<file path="config.mk">
export PLATFORM = sky130hd
export DESIGN_NAME = qspi_target
export DESIGN_NICKNAME = d
export VERILOG_FILES = /design/src/rtl/qspi_target.sv
export SDC_FILE = /design/constraint.sdc
export NUM_CORES = 2
export LEC_CHECK = 0
export CAP_MARGIN = 40
export CORE_MARGIN = 3
export CORE_UTILIZATION = 45
export CTS_BUF_LIST = sky130_fd_sc_hd__clkbuf_16
export CTS_CLUSTER_DIAMETER = 80
export CTS_CLUSTER_SIZE = 40
export DETAILED_ROUTE_END_ITERATION = 16
export SETUP_SLACK_MARGIN = 0.02
export SLEW_MARGIN = 15
export SYNTH_ARGS = -nofsm -noshare
export SYNTH_HDL_FRONTEND = slang
export SYNTH_SLANG_ARGS = --single-unit
</file>
<file path="constraint.sdc">
create_clock -name clk -period 5.2 [get_ports clk]
set_input_delay 1.56 -clock clk [delete_from_list [all_inputs] [get_ports clk]]
set_output_delay 1.56 -clock clk [all_outputs]
set_load 0.05 [all_outputs]
</file>
<file path="src/rtl/qspi_target.sv">
// Quad-SPI memory responder: stands in for external flash/PSRAM on the SoC's QSPI initiator.
// Backs a byte-wide internal memory that a host-side load port can preload and inspect while idle.
module qspi_target #(
  parameter int         MEM_BYTES = 256,
  parameter int         DUMMY     = 4,
  parameter logic [7:0] CMD_READ  = 8'hEB,
  parameter logic [7:0] CMD_WRITE = 8'h38
) (
  input  logic                         clk,
  input  logic                         reset,
  input  logic                         cs_n,
  input  logic [3:0]                   sio_in,
  output logic [3:0]                   sio_out,
  output logic [3:0]                   sio_oe,
  input  logic                         load_we,
  input  logic [$clog2(MEM_BYTES)-1:0] load_addr,
  input  logic [7:0]                   load_wdata,
  output logic [7:0]                   load_rdata,
  output logic                         load_ack,
  output logic                         busy,
  output logic [7:0]                   bad_cmd
);

  localparam int AW = $clog2(MEM_BYTES);
  localparam logic [7:0] DUMMY_LAST = 8'((DUMMY > 0) ? DUMMY - 1 : 0);

  typedef enum logic [2:0] {
    S_IDLE,
    S_CMD,
    S_ADDR,
    S_DUMMY,
    S_RDATA,
    S_WDATA,
    S_IGNORE
  } state_t;

  state_t state_q, state_d;

  logic [7:0]    mem [MEM_BYTES];
  logic [3:0]    op_hi;
  logic [3:0]    wr_hi;
  logic [7:0]    opcode;
  logic          is_read;
  logic          known_op;
  logic [AW-1:0] ptr;
  logic [7:0]    cnt;
  logic          phase;
  logic          hold_off;
  logic          wr_fire;
  logic          load_fire;

  assign opcode    = {op_hi, sio_in};
  assign known_op  = (opcode == CMD_READ) || (opcode == CMD_WRITE);
  assign busy      = (state_q != S_IDLE);
  assign wr_fire   = (state_q == S_WDATA) && !cs_n && phase;
  assign load_fire = load_we && (state_q == S_IDLE) && cs_n;

  always_ff @(posedge clk) begin
    if (reset) state_q <= S_IDLE;
    else       state_q <= state_d;
  end

  // hold_off remembers that reset was released mid-frame, so the rest of that frame is ignored.
  always_comb begin
    state_d = state_q;
    unique case (state_q)
      S_IDLE:  if (!cs_n) state_d = hold_off ? S_IGNORE : S_CMD;
      S_CMD:   state_d = known_op ? S_ADDR : S_IGNORE;
      S_ADDR:  if (cnt == 8'd5) begin
                 if (!is_read)        state_d = S_WDATA;
                 else if (DUMMY == 0) state_d = S_RDATA;
                 else                 state_d = S_DUMMY;
               end
      S_DUMMY: if (cnt == DUMMY_LAST) state_d = S_RDATA;
      default: ;
    endcase
    if (cs_n) state_d = S_IDLE;
  end

  always_ff @(posedge clk) begin
    if (reset) begin
      sio_out    <= '0;
      sio_oe     <= '0;
      load_rdata <= '0;
      load_ack   <= 1'b0;
      bad_cmd    <= '0;
      hold_off   <= ~cs_n;
      op_hi      <= '0;
      wr_hi      <= '0;
      is_read    <= 1'b0;
      ptr        <= '0;
      cnt        <= '0;
      phase      <= 1'b0;
    end else begin
      load_ack   <= load_fire;
      load_rdata <= mem[load_addr];
      sio_oe     <= '0;
      if (cs_n) hold_off <= 1'b0;
      cnt   <= (state_d != state_q) ? '0 : cnt + 8'd1;
      phase <= ((state_q == S_RDATA) || (state_q == S_WDATA)) ? ~phase : 1'b0;

      if (!cs_n) begin
        unique case (state_q)
          S_IDLE: op_hi <= sio_in;
          S_CMD: begin
            is_read <= (opcode == CMD_READ);
            if (!known_op && (bad_cmd != 8'hFF)) bad_cmd <= bad_cmd + 8'd1;
          end
          S_ADDR: ptr <= AW'({ptr, sio_in});
          S_RDATA: begin
            sio_oe  <= '1;
            sio_out <= phase ? mem[ptr][3:0] : mem[ptr][7:4];
            if (phase) ptr <= ptr + AW'(1);
          end
          S_WDATA: begin
            if (!phase) wr_hi <= sio_in;
            else        ptr   <= ptr + AW'(1);
          end
          default: ;
        endcase
      end
    end
  end

  // Bus writes and load writes are mutually exclusive by state; reset blocks both.
  always_ff @(posedge clk) begin
    if (!reset) begin
      if (wr_fire)        mem[ptr]       <= {wr_hi, sio_in};
      else if (load_fire) mem[load_addr] <= load_wdata;
    end
  end

endmodule

</file>
==> reports/results.ini <==
[floorplanning]
dieHeight_um=473
floorplan.core_area_sq_mm=0.216
row_count=170
design.portCount=50
initial_core_util_pct=45.5
die_area_sq_mm=0.224
die-width_um=473

[min_path]
worst_hold_path.num_cells=1
hold-path-endpoint=cnt[0]
timing.hold.worst.start=cnt[0]
worstHoldPathType=reg -> reg

[finish]
post_layout_nets=5370
layout_cells_sized_above_1_pct=36.1
layout.cells.most_common=sky130_fd_sc_hd__edfxtp_1
layout_common_cells=2049 x sky130_fd_sc_hd__edfxtp_1, 1104 x sky130_fd_sc_hd__mux4_2, 496 x sky130_fd_sc_hd__buf_4, 346 x sky130_fd_sc_hd__nor2_1, 192 x sky130_fd_sc_hd__mux2i_1
area_growth_pct=12.3
layout.cell_area.non_filler_sq_mm=0.110

[clock_tree]
cts-root-buf=sky130_fd_sc_hd__clkbuf_16
clk_transition_reported_paths_ns=0.11
cts-root-to-sink-buffers=3
cts-hold-fix-buffers=0
cts_tree=yes
clock_sinks=2108
post_cts_buffers=0
worstSkewPairLatency_ns=0.83
cts_repair_resize_count=0
cts-buffers-inserted=113
htree_levels=3

[power_and_ir_drop]
netSwitchingFraction_pct=25.5
report.power.total_mw=32.8
clkPwrFrac_pct=34.1
leakage_power_summed_over_all_cells_nw=33.2
vdd.ir_drop.worst_uv=279
power-per-cell-area_mw_per_mm2=297
power_frac_seq_pct=57.0
netSwitchingPower_mw=8.36
comb_power_share_pct=8.9
p_int_mw=24.5

[timing]
final.min_clock_period_ns=4.66
final.setup.tns_ns=0
timing.clock.skew_ns=0.0569
rsz_0062_raised_after_global_routing=false
fmaxAchievable_mhz=215
timing.final.crit_share_pct=89.6
report.final.setup_viol=0
slew_viol_final=0
fin_worst_hold_slack_ns=0.504
final_hold_viol_count=0
worst_margin_pin_slew_ns=1.03
timing.max_slew.rel_slack_pct=31.3

[critical_path]
timing.critical_path.slowest_cell_delay_ns=0.68
worstPathRequired_ns=5.93
worst_setup_path_start_kind=flip-flop
cell_family_with_the_largest_share_of_critical_path_delay=compound AO/OA/AOI/OAI gates
worstPathMaxFanout=34
worst-r2r-setup-slack_ns=0.54
ff2ff_path_depth=13
r2r_end=sio_out[1]
cp_cell_sequence=buf_16 > buf_12 > buf_4 > mux4_2 > mux2i_1 > o22ai_1 > a211o_1 > a221oi_1 > buf_4 > a311oi_2 > buf_4 > o31a_1 > a221o_1
worst-endpoint-arrival_ns=5.39
worst_path_most_repeated_cell=sky130_fd_sc_hd__buf_4
endpoint_kind=flip-flop
setup.worst_path.class=reg -> reg
path_buf_inv=5
timing.critical_path.slowest_stage_cell=sky130_fd_sc_hd__dfxtp_4

[place]
place.detailed.hpwl_mm=213
place.port_buffers=49
placedInstanceArea_sq_mm=0.106
finalWeightedCongestion=0.905

[route]
routed_wire_length_per_instance_um=37.8
avgViaCountPerCell=6.87
ant_nets=0
drt-pass1-iter-count=5
detail_route.wirelength_mm=313
via_count=56900
first_iter_violations=8179
drc=0

[logic_synthesis]
netlist-cell-type-count=68
ys_warn_count=0
synth_area_per_cell_sq_um=19.6
synth_seq_area_share_pct=63.8
postSynthNetCount=5028
synthArstFlopShare_pct=0
post_synth_inst_count=5000
ys_dominant_reg_cell=sky130_fd_sc_hd__edfxtp_1
synth_enable_flop_cells=2049
ys_seq_elements=2108
synth.cell_area_sq_mm=0.0982

[grt]
grt.overflow.total=0
grt_first_pass_wirelength_mm=438
track_usage_pct=27.9
first_global_vias=55600
grt_max_degree=121
grt_antenna_before_repair=8

[job]
timing.max_cap.violations=0

[status]
status=completed

-- synth_stat cells, types with 10 or more instances --
library cell               count  area, sq um
sky130_fd_sc_hd__inv_1        10         37.5
sky130_fd_sc_hd__a22oi_1      88          661
sky130_fd_sc_hd__a211oi_1     18          135
sky130_fd_sc_hd__nand2_1     112          420
sky130_fd_sc_hd__mux2_2       16          180
sky130_fd_sc_hd__mux4_2     1104        24900
sky130_fd_sc_hd__a221oi_1     23          201
sky130_fd_sc_hd__mux2i_1     192         1920
sky130_fd_sc_hd__dfxtp_1      59         1180
sky130_fd_sc_hd__buf_6        34          383
sky130_fd_sc_hd__or2_2        20          125
sky130_fd_sc_hd__o22ai_1      45          282
sky130_fd_sc_hd__nand2b_1     30          188
sky130_fd_sc_hd__a31oi_1      23          144
sky130_fd_sc_hd__buf_4        32          240
sky130_fd_sc_hd__nor2_1      352         1320
sky130_fd_sc_hd__nor2b_1      18          113
sky130_fd_sc_hd__nand3_1      40          200
sky130_fd_sc_hd__nor4_1       11         68.8
sky130_fd_sc_hd__clkbuf_1    213          800
sky130_fd_sc_hd__nor3_1       34          170
sky130_fd_sc_hd__o21ai_0      60          300
sky130_fd_sc_hd__buf_2        54          270
sky130_fd_sc_hd__o31ai_1      10         75.1
sky130_fd_sc_hd__edfxtp_1   2049        61500
sky130_fd_sc_hd__a22o_1       33          289
sky130_fd_sc_hd__a21oi_1      69          345
sky130_fd_sc_hd__buf_1        69          259
sky130_fd_sc_hd__o221ai_1     62          543
-- worst max-delay path by stage --
stage / end / depth (start not counted) / slack, ns / from
after global routing: sio_out[1] / 13 / 0.48 / flip-flop
after global placement: sio_out[1] / 11 / -0.92 / cs_n
after floorplan: mem[0][0] / 4 / 0.52 / reset
final: sio_out[1] / 13 / 0.54 / flip-flop
after CTS: sio_out[1] / 13 / 0.60 / flip-flop
after detailed placement: sio_out[1] / 12 / 0.02 / cs_n
-- power groups by stage --
| stage | clock network (mW) | registers (mW) | logic, mW |
|---|---|---|---|
| floorplan | 0 | 19.1 | 1.67 |
| global placement | 0 | 19.1 | 2.88 |
| detailed placement | 0 | 19.1 | 2.91 |
| CTS | 11.4 | 18.7 | 2.91 |
| global route | 12.0 | 18.7 | 3.04 |
| finish | 11.2 | 18.7 | 2.93 |
-- worst reg2reg max path, delay by kind of cell (launching register included) --
family / cells / cell delay (ns)
buffers and inverters: 5 / 1.53
AOI/OAI and AO/OA: 6 / 1.67
muxes: 2 / 0.70
DFF: 1 / 0.68
-- cells by family after synthesis --
group	count (synthesis)	share of synthesized area (%)
flops	2108	63.8
mux	1312	27.4
compound gates	479	3.45
fa+ha+maj	4	0.0509
buf+inv	416	2.07
simple gates	670	3.05
xor+xnor	11	0.0981
-- flip-flops by register name, indices dropped and copies added (netlist names), 4 cells and up, named ones only --
signal      count
load_rdata      8
op_hi           4
bad_cmd         8
wr_hi           4
sio_out         4
mem          2048
cnt             8
ptr             8
-- metrics by stage --
step | std cells | utilization [%] | setup slack (ns)
6_report | 8288 | 51.1 | 0.543
5_1_grt | 8280 | 51.1 | 0.476
4_1_cts | 8272 | 51.1 | 0.596
3_5_place_dp | 8060 | 49.1 | 0.0211
3_3_place_gp | 8052 | 49.0 | -0.915
2_1_floorplan | 5000 | - | 0.520
-- per-layer routing --
layer | wire, um | share of wire, % | track usage [%]
met4 | 12900 | 4.1 | 10.2
met5 | 13 | 0.0042 | 0
met2 | 146000 | 47 | 43.0
met1 | 123000 | 39 | 39.9
met3 | 31100 | 9.9 | 5.11
-- cell type report --
cell class,instances,area (sq um)
repair buffers,632,5970
clock inverters,96,1420
flip-flops and latches,2108,62700
diodes,11,27.5
well taps,2838,3550
inverters,11,46.3
multi-input cells,2476,33700
clock buffers,116,2900
fillers,17000,106000
Power figures use the tool's default switching activity.
